<file path="config.mk">
export PLATFORM = sky130hd
export DESIGN_NAME = ct_vfdsu_wb_buffer
export DESIGN_NICKNAME = d
export VERILOG_FILES = /design/src/rtl/ct_vfdsu_wb_buffer.sv
export SDC_FILE = /design/constraint.sdc
export NUM_CORES = 1
export LEC_CHECK = 0
export ABC_AREA = 1
export BUFFER_PORTS_ARGS = -buffer_cell sky130_fd_sc_hd__clkbuf_2
export CAP_MARGIN = 20
export CORE_UTILIZATION = 25
export DETAILED_ROUTE_END_ITERATION = 8
export PLACE_DENSITY_LB_ADDON = 0.1
export SLEW_MARGIN = 20
export SYNTH_ARGS = -nofsm -noshare
export SYNTH_HDL_FRONTEND = slang
export SYNTH_SLANG_ARGS = --single-unit
</file>
<file path="constraint.sdc">
create_clock -name forever_cpuclk -period 1.7 [get_ports forever_cpuclk]
set_input_delay 0.17 -clock forever_cpuclk [delete_from_list [all_inputs] [get_ports forever_cpuclk]]
set_output_delay 0.17 -clock forever_cpuclk [all_outputs]
set_load 0.02 [all_outputs]
</file>
<file path="src/rtl/ct_vfdsu_wb_buffer.sv">
// Writeback buffer between the vfdsu EX4 stage and the shared vfpu pipex writeback arbiter.
// Holds results in a circular buffer, stalls EX4 when full, and reports completions and sticky fflags.
module ct_vfdsu_wb_buffer #(
   parameter int DEPTH  = 2,
   parameter int DATA_W = 64
) (
   input  logic                     forever_cpuclk,
   input  logic                     cpurst_b,
   input  logic                     rtu_yy_xx_flush,
   input  logic                     vfdsu_wb_vld,
   input  logic [DATA_W-1:0]        vfdsu_wb_freg_data,
   input  logic [4:0]               vfdsu_wb_ereg_data,
   input  logic [4:0]               vfdsu_wb_ereg,
   input  logic [6:0]               vfdsu_wb_vreg,
   input  logic [6:0]               vfdsu_wb_iid,
   output logic                     wb_vfdsu_stall,
   input  logic                     wbarb_grnt,
   output logic                     wb_req,
   output logic [DATA_W-1:0]        wb_freg_data,
   output logic [4:0]               wb_ereg_data,
   output logic [4:0]               wb_ereg,
   output logic [6:0]               wb_vreg,
   output logic [6:0]               wb_iid,
   output logic                     wb_cmplt,
   output logic [6:0]               wb_cmplt_iid,
   input  logic                     cp0_fflags_clr,
   output logic [4:0]               wb_fflags,
   output logic [$clog2(DEPTH):0]   wb_cnt
);

   localparam int PTR_W = $clog2(DEPTH);
   localparam int CNT_W = PTR_W + 1;

   typedef struct packed {
      logic [DATA_W-1:0] data;
      logic [4:0]        flags;
      logic [4:0]        ereg;
      logic [6:0]        vreg;
      logic [6:0]        iid;
   } entry_t;

   entry_t             r_mem [DEPTH];
   logic [PTR_W-1:0]   r_wr_ptr;
   logic [PTR_W-1:0]   r_rd_ptr;
   logic [CNT_W-1:0]   r_cnt;
   logic               r_cmplt;
   logic [6:0]         r_cmplt_iid;
   logic [4:0]         r_fflags;

   entry_t             w_head;
   entry_t             w_new;
   logic               w_full;
   logic               w_req;
   logic               w_push;
   logic               w_pop;

   // Stall comes only from the registered count: a grant on a full buffer frees a slot next cycle.
   assign w_full  = (r_cnt == CNT_W'(DEPTH));
   assign w_req   = (r_cnt != '0);
   assign w_push  = vfdsu_wb_vld & ~w_full & ~rtu_yy_xx_flush;
   assign w_pop   = w_req & wbarb_grnt & ~rtu_yy_xx_flush;
   assign w_head  = r_mem[r_rd_ptr];
   assign w_new   = '{data:  vfdsu_wb_freg_data,
                      flags: vfdsu_wb_ereg_data,
                      ereg:  vfdsu_wb_ereg,
                      vreg:  vfdsu_wb_vreg,
                      iid:   vfdsu_wb_iid};

   // NOTE: entries are reset because the head data outputs must read zero out of reset.
   always_ff @(posedge forever_cpuclk or negedge cpurst_b) begin
      if (!cpurst_b) begin
         for (int i = 0; i < DEPTH; i++) r_mem[i] <= '0;
      end else if (w_push) begin
         r_mem[r_wr_ptr] <= w_new;
      end
   end

   always_ff @(posedge forever_cpuclk or negedge cpurst_b) begin
      if (!cpurst_b) begin
         r_wr_ptr <= '0;
         r_rd_ptr <= '0;
         r_cnt    <= '0;
      end else if (rtu_yy_xx_flush) begin
         r_wr_ptr <= '0;
         r_rd_ptr <= '0;
         r_cnt    <= '0;
      end else begin
         if (w_push) r_wr_ptr <= r_wr_ptr + PTR_W'(1);
         if (w_pop)  r_rd_ptr <= r_rd_ptr + PTR_W'(1);
         if (w_push && !w_pop)      r_cnt <= r_cnt + CNT_W'(1);
         else if (w_pop && !w_push) r_cnt <= r_cnt - CNT_W'(1);
      end
   end

   always_ff @(posedge forever_cpuclk or negedge cpurst_b) begin
      if (!cpurst_b) begin
         r_cmplt     <= 1'b0;
         r_cmplt_iid <= '0;
      end else begin
         r_cmplt <= w_pop;
         if (w_pop) r_cmplt_iid <= w_head.iid;
      end
   end

   // A clear drops history but a same-cycle retirement still lands its flags.
   always_ff @(posedge forever_cpuclk or negedge cpurst_b) begin
      if (!cpurst_b) begin
         r_fflags <= '0;
      end else if (cp0_fflags_clr) begin
         r_fflags <= w_pop ? w_head.flags : 5'b0;
      end else if (w_pop) begin
         r_fflags <= r_fflags | w_head.flags;
      end
   end

   assign wb_vfdsu_stall = w_full;
   assign wb_req         = w_req;
   assign wb_freg_data   = w_head.data;
   assign wb_ereg_data   = w_head.flags;
   assign wb_ereg        = w_head.ereg;
   assign wb_vreg        = w_head.vreg;
   assign wb_iid         = w_head.iid;
   assign wb_cmplt       = r_cmplt;
   assign wb_cmplt_iid   = r_cmplt_iid;
   assign wb_fflags      = r_fflags;
   assign wb_cnt         = r_cnt;

endmodule

</file>
# After elaboration in Yosys (flattened, before gate mapping)
# Cells that the tools add are included.
[classes]
n_addsub = 4
n_lt_le_gt_ge = 3
n_eq_ne = 1
mux = 16
bitwise = 9
reduce_logical = 10
[ops]
columns = ["cell", "count"]
rows = [
  ["two-way mux 88 bit", 4],
  ["bitwise mux 176 bit", 1],
  ["demux 88 bit (select 1 bit)", 1],
  ["two-way mux 5 bit", 3],
  ["nonzero test 2 bit", 4],
  ["two-way mux 2 bit", 3],
  ["OR 5 bit", 1],
  ["bitwise AND 1 bit", 4],
  [">= comparator 2 bit, second input constant", 2],
  ["two-way mux 1 bit", 4],
  ["inverter 1 -> 2 bit", 2],
  ["logical AND 1 bit", 3],
  ["nonzero test 3 bit", 1],
  ["adder 1 bit, second input constant", 2],
  ["adder 2 x 1 -> 2 bit, second input constant", 1],
  ["equality test 2 bit, second input constant", 1],
  ["logical NOT 1 bit", 2],
  ["less-than comparator 2 x 1 -> 1 bit, second input constant", 1],
  ["inverter 1 bit", 2],
  ["subtractor 2 x 1 -> 2 bit, second input constant", 1],
]
[word_totals]
reg_bits = 193
input_bits = 94
elab_cells = 59

# Depth between registers and ports, before layout
[logic_depth]
word_depth = 9
depth_mapped = 9

# Worst setup path before layout
# No wires, ideal clock.
[synth_path]
path_kind = "register to output"
from = "register r_rd_ptr"
to = "output wb_freg_data[10]"
arrival_time_ns = 1.268
required_ns = 1.530
setup_slack_ns = 0.262
stages_incl_launch_ff = 7
n_path_buf = 3
cell_sequence = "dfrtp_1 > buf_2 > inv_2 > buf_2 > clkbuf_1 > nand2_1 > nand2_1"
[synth_via]
elab_chain_cells = 4
[synth_rtl]
columns = ["item", "line", "source"]
rows = [
  ["start, declared", "44", "logic [PTR_W-1:0] r_rd_ptr;"],
  ["start signal, assigned", "89", "if (w_pop) r_rd_ptr <= r_rd_ptr + PTR_W'(1);"],
  ["inverter 1 -> 2 bit (not written as such)", "62", "assign w_head = r_mem[r_rd_ptr];"],
  ["two-way mux 88 bit (not written as such) (3 in a row)", "62", ""],
  ["end, declared", "19", "output logic [DATA_W-1:0] wb_freg_data,"],
]
# No other way between the ends. The select of a mux whose other input is x is not followed.

# Worst setup path in the final report
[layout_path]
from = "register r_rd_ptr"
to = "output wb_freg_data[2]"
# The elaborated chain is that of the path after synthesis.

==> impl_metrics.tcl <==
set metrics [dict create \
    arrival_ns 1.64 \
    diodes 0 \
    cts_tree "built" \
    fin_ws_ns -0.114 \
    gp_congestion 0.706 \
    syn_nets 1124 \
    dieArea_sq_um 36400 \
    fin_crit_ns 1.81 \
    grtUsageTotal_pct 14.3 \
    failed_checks "negative setup slack" \
    grt_pass1_vias 7235 \
    min_path_type "in -> reg" \
    first_pass_iters 5 \
    antenna_found_initial 0 \
    insertion_delay_ns 0.44 \
    wl_per_cell_microns 14.8 \
    finalHoldViolations 0 \
    rows 68 \
    grt_pass1_wl_microns 40000 \
    clk_pin_slew_ns 0.07 \
    synth_cell_types 17 \
    power_w 0.0232 \
    synthMuxAreaShare_pct 0 \
    clockRootBuffer "clkbuf_16" \
    setup_viol 87 \
    synth_top_family_by_area "simple AND/OR/NAND/NOR gates" \
    initial_utilization_pct 25.6 \
    period_share_pct 107 \
    leakage_nw 6.79 \
    drive_gt1_share_pct 34.6 \
    die_width_microns 191 \
    yosys.area.top_type "dfrtp_1" \
    cp-start-kind "flop" \
    yosysTopAreaCellShare_pct 54.1 \
    power-per-cell-area_nw_per_um2 1760 \
    clockBufferDepth 2 \
    cts_max_level 4 \
    maxSlewHeadroom_pct 57.6 \
    syn2layout_area_growth_pct 47.4 \
    grt_overflow 0 \
    crit_type "reg -> out" \
    drt-initial-drc-count 426 \
    cp_data_required_time_ns 1.53 \
    vias 7433 \
    tightest_slew_ns 0.633 \
    maxSlewViolCount 0 \
    fmax_mhz 551 \
    max-cap-violations 0 \
    die_height_microns 191 \
    synth_adder_area_share_pct 0 \
    fin_util_pct 37.8 \
    synth_simple_gate_area_share_pct 20.8 \
    detail_route.wirelength_microns 26500 \
    ys_seq_area_share_pct 54.1 \
    synth_compound_area_share_pct 15.5 \
    synthXorXnorAreaFrac_pct 0 \
    coreArea_sq_um 34800 \
    synth_warnings 0 \
    synthCells 1030 \
    drtAntennaViolNets 0 \
    fillCellCount 3632 \
    outcome "complete, but fails checks" \
    rsz0062_at_grt "yes" \
    cts_buffers 17 \
    cts_num_sinks 193 \
    grt_start_max_net_pins 53 \
    synth_area_sq_um 8920 \
    routed_via_density 4.16 \
    io_pins 199 \
    finClkSkew_ns 0.0115 \
    synth.area.top_cells "dfrtp_1 (54%), nand2_1 (20%), o21ai_2 (11%)" \
    cp_max_fo 7 \
    io_buffers 198 \
    dpl.hpwl_microns 16100 \
    crit_path_end_kind "primary output" \
    drc 0 \
    synth.avg_cell_area_sq_um 8.66 \
    synth-seq-cells 193 \
    fin_nets 1412 \
    vdd_drop_max_uv 803 \
]
-- final cells by class --
| type | instances | area [sq um] | share of cell area, % |
|---|---|---|---|
| Clock inverter | 12 | 121 | 0.923 |
| Sequential cell | 193 | 4830 | 36.8 |
| Timing Repair Buffer | 328 | 3250 | 24.7 |
| Clock buffer | 20 | 457 | 3.47 |
| Inverter | 101 | 392 | 2.98 |
| Multi-Input combinational cell | 677 | 3520 | 26.8 |
| Tap cell | 455 | 569 | 4.33 |
-- cell usage in the layout, fill, tap and decap left out, types with 2 or more instances in the layout --
master and count:
clkinvlp_4 3, clkbuf_8 34, nand2_4 17, inv_1 99
clkbuf_16 20, buf_16 6, o21ai_1 45, buf_8 27
buf_12 22, buf_6 7, inv_6 5, o21ai_2 110
dfrtp_1 191, nand3_1 6, dlygate4sd3_1 89, nand2_1 394
o21ai_0 36, nor2_1 6, nand2_8 2, a21oi_1 3
nand2_2 57, clkbuf_2 122, buf_4 18
-- cells in the mapped netlist --
library cell / n
nand2_2: 1
dfrtp_1: 193
nand2_1: 465
inv_2: 2
nor2_8: 1
nor2_1: 6
o21ai_1: 44
inv_1: 99
nand3_1: 6
o21ai_0: 37
a21oi_1: 3
buf_6: 31
clkbuf_1: 12
buf_2: 10
buf_1: 7
nand2_4: 3
o21ai_2: 110
-- critical path, stage by stage, from the launching register on --
cell	delay, ns
dfrtp_4	0.52
clkinv_8	0.14
buf_12	0.16
buf_16	0.15
nand2_4	0.05
nand2_2	0.05
buf_8	0.12
-- sequential cells by signal (all words and copies together), names as in the netlist --
| signal | flops |
|---|---|
| r_mem | 176 |
| wb_cmplt_iid | 7 |
| wb_fflags | 5 |
| wb_cnt | 2 |
| r_rd_ptr | 1 |
| r_wr_ptr | 1 |
| wb_cmplt | 1 |
-- per-layer routing --
layer / track usage, % / up-vias / part of all wire (%)
met2: 22.2 / 151 / 46
met3: 3.87 / 7 / 4.4
met4: 3.51 / 0 / 0.70
met5: 0 / - / 0
li1: - / 3762 / -
met1: 19.5 / 3513 / 49
-- worst paths after layout --
check                                  startpoint  slack [ns]  depth (start not counted)              end
max                                      r_rd_ptr       -0.11                          6  wb_freg_data[2]
min                        vfdsu_wb_freg_data[38]        0.02                          3        r_mem[62]
max reg2reg                             wb_cnt[1]        0.13                          5     wb_fflags[2]
min reg2reg                            r_mem[171]        0.48                          2       r_mem[171]
max in group asynchronous                cpurst_b        0.86                          3        r_mem[40]
min in group asynchronous                cpurst_b        0.23                          2       r_mem[112]
-- metrics by stage --
stage          hold slack [ns]  setup TNS, ns  cells  area (sq um)  worst slack, ns
2_1_floorplan           -0.126              0   1030          8920            0.262
3_3_place_gp             0.135              0   1650         10500            0.162
3_5_place_dp             0.138              0   1650         10500            0.122
4_1_cts                0.00126         -11.93   1780         12800           -0.179
5_1_grt                 0.0117         -12.48   1786         13200           -0.188
6_report                0.0247          -5.54   1786         13200           -0.114
-- cell families (layout without fill, tap and decap cells) --
logic type,after synthesis,after routing
buffers and inverters,161,461
AND/OR/NAND/NOR,482,483
flip-flops,193,193
AO/OA/AOI/OAI,194,194
-- power breakdown --
part           switching [W]  total (W)  internal [W]
clock network        0.00194    0.00407       0.00214
registers            0.00126    0.00803       0.00677
logic                0.00595     0.0111       0.00514
total                0.00915     0.0232        0.0140
-- repair_timing --
action / in CTS / in global routing
pin swaps: 8 / 11
endpoints found under the setup margin: 88 / 89
resized for setup: 178 / 106
hold endpoints to repair: 225 / 0
gates cloned: 5 / 6
hold buffers: 89 / 0
setup buffers: 4 / 3
Power figures use the tool's default switching activity.
